### config.mk
export PLATFORM = sky130hd
export DESIGN_NAME = i2c_slave_2byte_resp
export DESIGN_NICKNAME = d
export VERILOG_FILES = /design/src/rtl/i2c_slave_2byte_resp.sv
export SDC_FILE = /design/constraint.sdc
export NUM_CORES = 1
export LEC_CHECK = 0
export BUFFER_PORTS_ARGS = -buffer_cell sky130_fd_sc_hd__clkbuf_2
export CAP_MARGIN = 10
export CORE_ASPECT_RATIO = 0.6
export CORE_MARGIN = 4
export CORE_UTILIZATION = 57
export CTS_CLUSTER_SIZE = 14
export DETAILED_ROUTE_END_ITERATION = 7
export PLACE_DENSITY = 0.79
export SYNTH_ARGS = -nofsm -noshare
export SYNTH_HDL_FRONTEND = slang
export SYNTH_SLANG_ARGS = --single-unit
### constraint.sdc
create_clock -name CLK -period 2.68 [get_ports CLK]
set_input_delay 0.268 -clock CLK [delete_from_list [all_inputs] [get_ports CLK]]
set_output_delay 0.268 -clock CLK [all_outputs]
set_load 0.05 [all_outputs]
### src/rtl/i2c_slave_2byte_resp.sv
// I2C target for 2-byte VCM transactions: reads return a latched word, writes capture one.
// Optional 2-CLK line stability filter: define I2C_SLV_GLITCH_FILTER_EN.
module i2c_slave_2byte_resp #(
  parameter logic [6:0] SLAVE_ADDR = 7'h0C
) (
  input  logic        CLK,
  input  logic        RESET_N,
  input  logic        SCL_IN,
  input  logic        SDA_IN,
  output logic        SDA_OE,
  input  logic [15:0] TX_DATA,
  output logic [15:0] RX_DATA,
  output logic        RX_VALID,
  output logic        BUSY,
  output logic [3:0]  ST
);

  typedef enum logic [2:0] {
    S_IDLE      = 3'd0,
    S_ADDR      = 3'd1,
    S_ADDR_ACK  = 3'd2,
    S_TX_BYTE   = 3'd3,
    S_TX_ACKCHK = 3'd4,
    S_RX_BYTE   = 3'd5,
    S_RX_ACK    = 3'd6,
    S_IGNORE    = 3'd7
  } st_t;

  logic [1:0]  r_scl_s;
  logic [1:0]  r_sda_s;
  logic        r_scl_d;
  logic        r_sda_d;
  logic        w_scl;
  logic        w_sda;

  st_t         r_st;
  logic [3:0]  r_bit;
  logic [1:0]  r_byte;
  logic [7:0]  r_sh;
  logic [7:0]  r_b0;
  logic [15:0] r_shadow;
  logic        r_oe;
  logic [15:0] r_rx;
  logic        r_vld;
  logic        r_busy;

`ifdef I2C_SLV_GLITCH_FILTER_EN
  logic r_scl_p;
  logic r_sda_p;
  logic r_scl_f;
  logic r_sda_f;

  // level follows the synchronizer only after two equal samples
  always_ff @(posedge CLK or negedge RESET_N) begin
    if (!RESET_N) begin
      r_scl_p <= 1'b1;
      r_sda_p <= 1'b1;
      r_scl_f <= 1'b1;
      r_sda_f <= 1'b1;
    end else begin
      r_scl_p <= r_scl_s[1];
      r_sda_p <= r_sda_s[1];
      if (r_scl_s[1] == r_scl_p) r_scl_f <= r_scl_p;
      if (r_sda_s[1] == r_sda_p) r_sda_f <= r_sda_p;
    end
  end

  assign w_scl = r_scl_f;
  assign w_sda = r_sda_f;
`else
  assign w_scl = r_scl_s[1];
  assign w_sda = r_sda_s[1];
`endif

  // idle bus is high, so reset to 1 to avoid a false event
  always_ff @(posedge CLK or negedge RESET_N) begin
    if (!RESET_N) begin
      r_scl_s <= 2'b11;
      r_sda_s <= 2'b11;
      r_scl_d <= 1'b1;
      r_sda_d <= 1'b1;
    end else begin
      r_scl_s <= {r_scl_s[0], SCL_IN};
      r_sda_s <= {r_sda_s[0], SDA_IN};
      r_scl_d <= w_scl;
      r_sda_d <= w_sda;
    end
  end

  logic       w_hi;
  logic       w_start;
  logic       w_stop;
  logic       w_rise;
  logic       w_fall;
  logic [7:0] w_txb;
  logic [2:0] w_idx;
  logic       w_tbit;
  logic       w_match;

  assign w_hi    = w_scl & r_scl_d;
  assign w_start = w_hi & r_sda_d & ~w_sda;
  assign w_stop  = w_hi & ~r_sda_d & w_sda;
  assign w_rise  = w_scl & ~r_scl_d;
  assign w_fall  = ~w_scl & r_scl_d;

  assign w_txb   = (r_byte == 2'd0) ? r_shadow[15:8] :
                   (r_byte == 2'd1) ? r_shadow[7:0]  : 8'hFF;
  assign w_idx   = 3'd7 - r_bit[2:0];
  assign w_tbit  = w_txb[w_idx];
  assign w_match = (r_sh[7:1] == SLAVE_ADDR) && (r_sh[7:1] != 7'h00);

  always_ff @(posedge CLK or negedge RESET_N) begin
    if (!RESET_N) begin
      r_st     <= S_IDLE;
      r_bit    <= 4'd0;
      r_byte   <= 2'd0;
      r_sh     <= 8'h00;
      r_b0     <= 8'h00;
      r_shadow <= 16'h0000;
      r_oe     <= 1'b0;
      r_rx     <= 16'h0000;
      r_vld    <= 1'b0;
      r_busy   <= 1'b0;
    end else begin
      r_vld <= 1'b0;
      if (w_stop) begin
        r_st   <= S_IDLE;
        r_oe   <= 1'b0;
        r_busy <= 1'b0;
      end else if (w_start) begin
        r_st   <= S_ADDR;
        r_bit  <= 4'd0;
        r_byte <= 2'd0;
        r_oe   <= 1'b0;
        r_busy <= 1'b0;
      end else begin
        unique case (r_st)
          S_ADDR: begin
            if (w_rise) begin
              r_sh  <= {r_sh[6:0], w_sda};
              r_bit <= r_bit + 4'd1;
            end else if (w_fall && r_bit == 4'd8) begin
              if (w_match) begin
                r_st     <= S_ADDR_ACK;
                r_oe     <= 1'b1;
                r_shadow <= TX_DATA;
                r_busy   <= 1'b1;
              end else begin
                r_st <= S_IGNORE;
              end
            end
          end
          S_ADDR_ACK: begin
            // r_sh[0] still holds R/W from the address byte
            if (w_fall) begin
              r_bit <= 4'd0;
              if (r_sh[0]) begin
                r_st <= S_TX_BYTE;
                r_oe <= ~r_shadow[15];
              end else begin
                r_st <= S_RX_BYTE;
                r_oe <= 1'b0;
              end
            end
          end
          S_TX_BYTE: begin
            if (w_rise) begin
              r_bit <= r_bit + 4'd1;
            end else if (w_fall) begin
              if (r_bit == 4'd8) begin
                r_oe <= 1'b0;
                r_st <= S_TX_ACKCHK;
              end else begin
                r_oe <= ~w_tbit;
              end
            end
          end
          S_TX_ACKCHK: begin
            if (w_rise) begin
              if (!w_sda) begin
                if (r_byte != 2'd3) r_byte <= r_byte + 2'd1;
                r_bit <= 4'd0;
                r_st  <= S_TX_BYTE;
              end else begin
                r_st <= S_IGNORE;
              end
            end
          end
          S_RX_BYTE: begin
            if (w_rise) begin
              r_sh  <= {r_sh[6:0], w_sda};
              r_bit <= r_bit + 4'd1;
            end else if (w_fall && r_bit == 4'd8) begin
              if (!r_byte[1]) begin
                r_oe <= 1'b1;
                r_st <= S_RX_ACK;
              end else begin
                r_st <= S_IGNORE;
              end
            end
          end
          S_RX_ACK: begin
            if (w_fall) begin
              r_oe <= 1'b0;
              if (r_byte == 2'd0) r_b0 <= r_sh;
              if (r_byte == 2'd1) begin
                r_rx  <= {r_b0, r_sh};
                r_vld <= 1'b1;
              end
              if (r_byte != 2'd3) r_byte <= r_byte + 2'd1;
              r_bit <= 4'd0;
              r_st  <= S_RX_BYTE;
            end
          end
          S_IDLE, S_IGNORE: ;
          default: r_st <= S_IDLE;
        endcase
      end
    end
  end

  assign SDA_OE   = r_oe;
  assign RX_DATA  = r_rx;
  assign RX_VALID = r_vld;
  assign BUSY     = r_busy;
  assign ST       = {1'b0, r_st};

endmodule

==> results of run 1 <==
-- cell families after synthesis --
logic type | synth area share, %
DFF | 51.8
and+or+nand+nor | 11.8
muxes | 21.8
AOI/OAI and AO/OA | 8.09
buffers and inverters | 4.06
adders and majority gates | 1.95
other | 0.117
xor gates and xnor gates | 0.274
-- metal layers --
metal	up-vias	track usage [%]	share of wire (%)
li1	985	-	-
met1	1086	29.7	47
met2	101	29.6	44
met3	9	8.00	8.4
met4	0	8.02	0.96
met5	-	0	0
-- cell type report --
cell class	instances	area share, %
clock inverter	5	1.65
sequential	66	45.5
inverter	8	0.824
tap	66	2.27
multi-input combinational	162	38.8
timing repair buffer	46	6.80
clock buffer	11	4.16
-- report_power, final --
group | switching (mW) | total, mW | internal [mW] | leakage, nW
clock network | 0.402 | 0.886 | 0.483 | 0.106
registers | 0.262 | 1.44 | 1.18 | 0.836
logic | 0.716 | 1.26 | 0.539 | 0.855
total | 1.38 | 3.58 | 2.20 | 1.80
-- through the flow --
step                cell area, µm²  setup slack (ps)  hold slack, ps  power (mW)  std cells
global placement              3410               613             346        2.64        346
floorplan                     3200               552           -27.6        2.41        248
detailed placement            3410               558             347        2.69        346
finish                        3640               541            71.9        3.58        364
global route                  3640               409             131        3.80        364
CTS                           3640               540             108        3.59        364
-- flip-flops by register name (all words and copies together) (netlist names), 2 cells and up --
signal / count
r_sh: 8
r_byte: 2
r_b0: 8
r_scl_s: 2
r_shadow: 16
r_sda_s: 2
RX_DATA: 16
r_st: 3
r_bit: 4
-- critical path, cell delays in order (launching register included) --
cell and delay [ps]:
dfrtp_1 510, inv_1 110, ha_1 200, and3b_1 190, nor3b_4 170, o32a_4 400, and2_4 150, mux2_4 280
-- Yosys cell counts (2+ instances only) --
library cell,n
a21oi_1,10
a22o_1,2
a31oi_1,4
buf_2,4
buf_6,2
clkbuf_8,3
dfrtp_1,60
dfstp_2,6
ha_1,5
inv_1,8
mux2_2,41
mux2_4,10
mux2i_1,2
mux4_2,3
nand2_1,14
nand2b_1,3
nand3_1,5
nand3b_1,4
nand4_1,2
nand4b_1,2
nor2_1,13
nor2_2,2
nor3_1,2
nor3b_1,2
o21ai_0,8
o22ai_1,3
o31ai_1,2
-- worst max-delay path by stage --
stage | to | slack, ps | start | depth (start not counted)
2_1_floorplan | r_st[0]$_DFFE_PN0P_ | 550 | r_bit[0]$_DFFE_PN0P_ | 8
3_3_place_gp | r_st[0]$_DFFE_PN0P_ | 610 | r_bit[0]$_DFFE_PN0P_ | 7
3_5_place_dp | r_st[0]$_DFFE_PN0P_ | 560 | r_bit[0]$_DFFE_PN0P_ | 7
4_1_cts | r_st[0]$_DFFE_PN0P_ | 540 | r_bit[0]$_DFFE_PN0P_ | 7
5_1_grt | r_shadow[15]$_DFFE_PN0P_ | 410 | r_bit[0]$_DFFE_PN0P_ | 6
6_report | r_st[0]$_DFFE_PN0P_ | 540 | r_bit[0]$_DFFE_PN0P_ | 7
-- cell usage in the layout, fill, tap and decap left out, types with 2 or more instances in the layout --
cell type,Yosys,layout
nand4_1,2,2
nand2b_1,3,3
mux2_4,10,10
a22o_1,2,2
ha_1,5,5
a31oi_1,4,4
clkbuf_8,3,11
dfstp_2,6,6
dlygate4sd3_1,0,2
o22ai_1,3,3
nor3b_1,2,2
mux4_2,3,3
dfrtp_1,60,60
mux2i_1,2,2
nand2_1,14,14
nor2_2,2,2
nor3_1,2,2
inv_1,8,8
nor2_1,13,13
nand4b_1,2,2
o31ai_1,2,2
nand3_1,5,5
clkbuf_2,1,41
a21oi_1,10,10
mux2_2,41,41
o21ai_0,8,8
buf_4,1,3
nand3b_1,4,4
-- what timing repair did --
| action | 4_1_cts | 5_1_grt |
|---|---|---|
| hold endpoints to repair | 2 | 0 |
| setup endpoints to repair | 0 | 0 |
| hold buffers | 2 | 0 |
==> qor.txt, run 1 <==
Initial core utilization -> 60.9%
Tmin final -> 2140 ps
Area Overhead vs Synth -> 13.8%
Fmax -> 468 MHz
Reg2Reg Depth -> 7
Sequential area share after synthesis -> 51.8%
# Max-Cap Violations -> 0
Period utilization -> 79.8%
WP data required -> 2920 ps
Least-Margin Pin Slew -> 805 ps
Main synth FF type -> dfrtp_1
Multi-input logic area -> 1410 µm²
Max rail drop VDD -> 0.000358 V
Ys async rst share -> 100%
Final setup violation count -> 0
Final core occ -> 69.3%
DRC -> 0
Worst Hold Class -> in2async
Rows -> 20
Number of diodes -> 0
Die area -> 6920 µm²
Nets -> 318
Fin. max-slew vios -> 0
RePlAce Congestion -> 0.849
First DRT Iteration DRCs -> 213
Vias in the first global route -> 2160
Total Wirelength -> 6550 µm
Total global routing overflow -> 0
Clock root cell -> clkbuf_8
GRT Util Overall -> 21.1%
Final hold viol count -> 0
Worst-path clk slew -> 70 ps
Syn Area/Cell -> 12.9 µm²
Area share of the largest cell type after synthesis -> 46.9%
Setup Fix Bufs, Post-CTS -> 0
Clk Latency, worst-skew pair -> 350 ps
CTS tree -> done
Mapped Area -> 3200 µm²
Synth unique cells -> 53
CTS max path bufs -> 2
DR WL/cell -> 18.0 µm
Fill count -> 376
Initial antenna violation count -> 0
Crit Path Max Fanout -> 9
Setup TNS -> 0 ps
TritonCTS buffer count -> 9
FF-to-FF setup slack -> 540 ps
Total number of vias -> 2181
Worst R2R Start -> r_bit[0]$_DFFE_PN0P_
Outcome -> complete, no violations
Number of synthesized flops with an enable pin -> 0
Mapped Nets -> 273
Leakage -> 1.80 nW
RSZ-0062 raised after global routing -> no
Synth warn -> 0
Critical Path AT -> 2370 ps
CP Capture Type -> flop
DIE HEIGHT -> 66.1 µm
Post-synth top area cell -> dfrtp_1
First-pass GRT wire length -> 11100 µm
Clock sinks -> 66
CP Class -> reg2reg
Synthesized instance count -> 248
Drt first pass iters -> 5
Flip-flop and latch area -> 1660 µm²
Routed Antenna Nets -> 0
Number of gates resized after cts -> 0
CP Launch Type -> flop
Synth area leaders -> dfrtp_1 (47%), mux2_2 (14%), dfstp_2 (4.9%)
Layout cell share with drive strength beyond 1 -> 44.0%
Vias per cell -> 5.99
PwrDens -> 982 nW/µm²
Post-DP HPWL -> 4640 µm
Largest net degree at the start of global routing -> 67
Core Box Area -> 5260 µm²
IO Pins -> 43
Worst Clk Skew -> 7.68 ps
Max_slew headroom -> 46.3%
Register bit total from synthesis -> 66
Max H-tree Level -> 3
Worst reg2reg endpoint -> r_st[0]$_DFFE_PN0P_
Port Buffers -> 41
Die Wd -> 105 µm
No activity file was read; power rests on OpenSTA's default activity.
==> inputs of run 2 (changes only) <==
Clock period 2.68 ns to 2.2 ns, I/O delays scaled along.
==> qor.txt, run 2 (synthesis results as in run 1) <==
Leakage -> 1.82 nW (+1.1%)
Critical Path AT -> 2330 ps (-40 ps)
First DRT Iteration DRCs -> 181 (-15%)
Die area -> 6920 µm² (unchanged)
Vias per cell -> 5.87 (-2.0%)
Total Wirelength -> 6390 µm (-2.4%)
Routed Antenna Nets -> 0 (unchanged)
Sequential power share -> 40.4% (+0.2 points)
Clock sinks -> 66 (unchanged)
Outcome -> complete, no violations
Largest net degree at the start of global routing -> 27 (-60%)
Initial core utilization -> 60.9% (unchanged)
DR WL/cell -> 17.2 µm (-4.5%)
Most frequent cells in the layout -> dfrtp_1 (60), mux2_2 (41), clkbuf_2 (41)
Core Box Area -> 5260 µm² (unchanged)
DRC -> 0 (unchanged)
Max H-tree Level -> 3 (unchanged)
Worst Clk Skew -> 9.93 ps (+2.24 ps)
Comb power frac -> 38.5% (+3.4 points)
CP Capture Type -> flop
Worst-path clk slew -> 80 ps (about the same)
Port Buffers -> 41 (unchanged)
Clock root cell -> clkbuf_8
Post-DP HPWL -> 4630 µm (-0.25%)
Fin. max-slew vios -> 0 (unchanged)
CTS max path bufs -> 2 (unchanged)
Grt met2 use -> 28.3% (-1.3 points)
Commonest non-fill, non-tap cell in the layout -> dfrtp_1
Clock power share -> 21.1% (-3.6 points)
Initial antenna violation count -> 0 (unchanged)
PwrDens -> 1150 nW/µm² (+17%)
Die Wd -> 105 µm (unchanged)
Clk Latency, worst-skew pair -> 350 ps (about the same)
Global routing usage on met3 -> 8.49% (+0.49 points)
Fmax -> 476 MHz (+1.8%)
Int Pwr -> 2.55 mW (+16%)
RePlAce Congestion -> 0.849 (about the same)
Layout cell share with drive strength beyond 1 -> 45.1% (+1.1 points)
Drt first pass iters -> 5 (unchanged)
Worst Hold Class -> in2reg
Max rail drop VDD -> 0.000549 V (+53%)
Total global routing overflow -> 0 (unchanged)
P_sw -> 1.70 mW (+23%)
Number of gates resized after cts -> 0 (unchanged)
CTS tree -> done
Final hold viol count -> 0 (unchanged)
Total number of vias -> 2184 (+0.14%)
# Max-Cap Violations -> 0 (unchanged)
Post-route non-filler standard cell count -> 372 (+2.2%)
Vias in the first global route -> 2183 (+1.1%)
Sw Ratio -> 40.0% (+1.4 points)
Period utilization -> 95.5% (+16 points)
Nets -> 326 (+2.5%)
Most used routing layer -> met1
GRT Util Overall -> 20.5% (-0.63 points)
DIE HEIGHT -> 66.1 µm (unchanged)
First-pass GRT wire length -> 10800 µm (-3.2%)
Rows -> 20 (unchanged)
TritonCTS buffer count -> 9 (unchanged)
Final setup violation count -> 0 (unchanged)
Tmin final -> 2100 ps (-38.3 ps)
CP Class -> reg2reg
WP data required -> 2430 ps (-490 ps)
Number of diodes -> 0 (unchanged)
Crit Path Max Fanout -> 7 (-2)
Pwr Total -> 4.25 mW (+19%)
IO Pins -> 43 (unchanged)
GR Util met1 -> 28.9% (-0.79 points)
Dpl cells -> 352 (+1.7%)
CP Launch Type -> flop
Area Overhead vs Synth -> 15.1%
-- run 2: area by class of cell --
cell class	instances	area, µm²
inverters	8	30.0
clock buffers	9	124
multi-input cells	162	1410
clock inverters	7	53.8
fillers	393	1570
well taps	66	82.6
flip-flops and latches	66	1660
repair buffers	54	323
-- run 2: final timing paths --
kind	start	to	slack, ps	depth (start not counted)
max	r_bit[1]$_DFFE_PN0P_	r_st[0]$_DFFE_PN0P_	100	7
max reg2reg	r_bit[1]$_DFFE_PN0P_	r_st[0]$_DFFE_PN0P_	100	7
min	TX_DATA[7]	r_shadow[7]$_DFFE_PN0P_	90	2
min in group asynchronous	RESET_N	RX_DATA[7]$_DFFE_PN0P_	320	2
min reg2reg	r_scl_s[0]$_DFF_PN1_	r_scl_s[1]$_DFF_PN1_	360	0
max in group asynchronous	RESET_N	r_sda_s[1]$_DFF_PN1_	1190	3
-- run 2: critical path: stages, from the launching register on --
cell,delay [ps]
dfrtp_1,470
inv_1,90
ha_1,190
and3b_1,210
nor3b_4,170
o32a_4,400
and2_4,160
mux2_4,290
-- run 2: per-stage QoR --
step           util (%)  worst slack (ps)  TNS (ps)  hold slack, ps  instance area [µm²]
2_1_floorplan         -              71.9         0           -75.6                 3200
3_3_place_gp       65.8               225         0             153                 3460
3_5_place_dp       65.8               128         0             159                 3460
4_1_cts            69.7               121         0            80.5                 3660
5_1_grt            70.1             -9.05     -9.05            80.1                 3680
6_report           70.1              99.6         0            93.1                 3680
-- run 2: repair_timing --
action                                  4_1_cts  5_1_grt
hold buffers                                  3        0
setup buffers                                 0        1
endpoints found under the setup margin        0       15
hold endpoints to repair                     13        0
-- run 2: power groups by stage --
| stage | Combinational (mW) | Clock [mW] | Sequential [mW] |
|---|---|---|---|
| global route | 1.80 | 0.986 | 1.76 |
| finish | 1.63 | 0.896 | 1.72 |
| global placement | 1.55 | 0 | 1.71 |
| CTS | 1.62 | 0.923 | 1.71 |
| detailed placement | 1.60 | 0 | 1.73 |
| floorplan | 1.09 | 0 | 1.85 |
-- run 2: layer usage --
metal	wire [µm]	share of wire (%)	vias to the layer above
li1	-	-	999
met1	3090	48	1062
met3	542	8.5	15
met2	2670	42	108
met4	94	1.5	0
met5	0	0	-
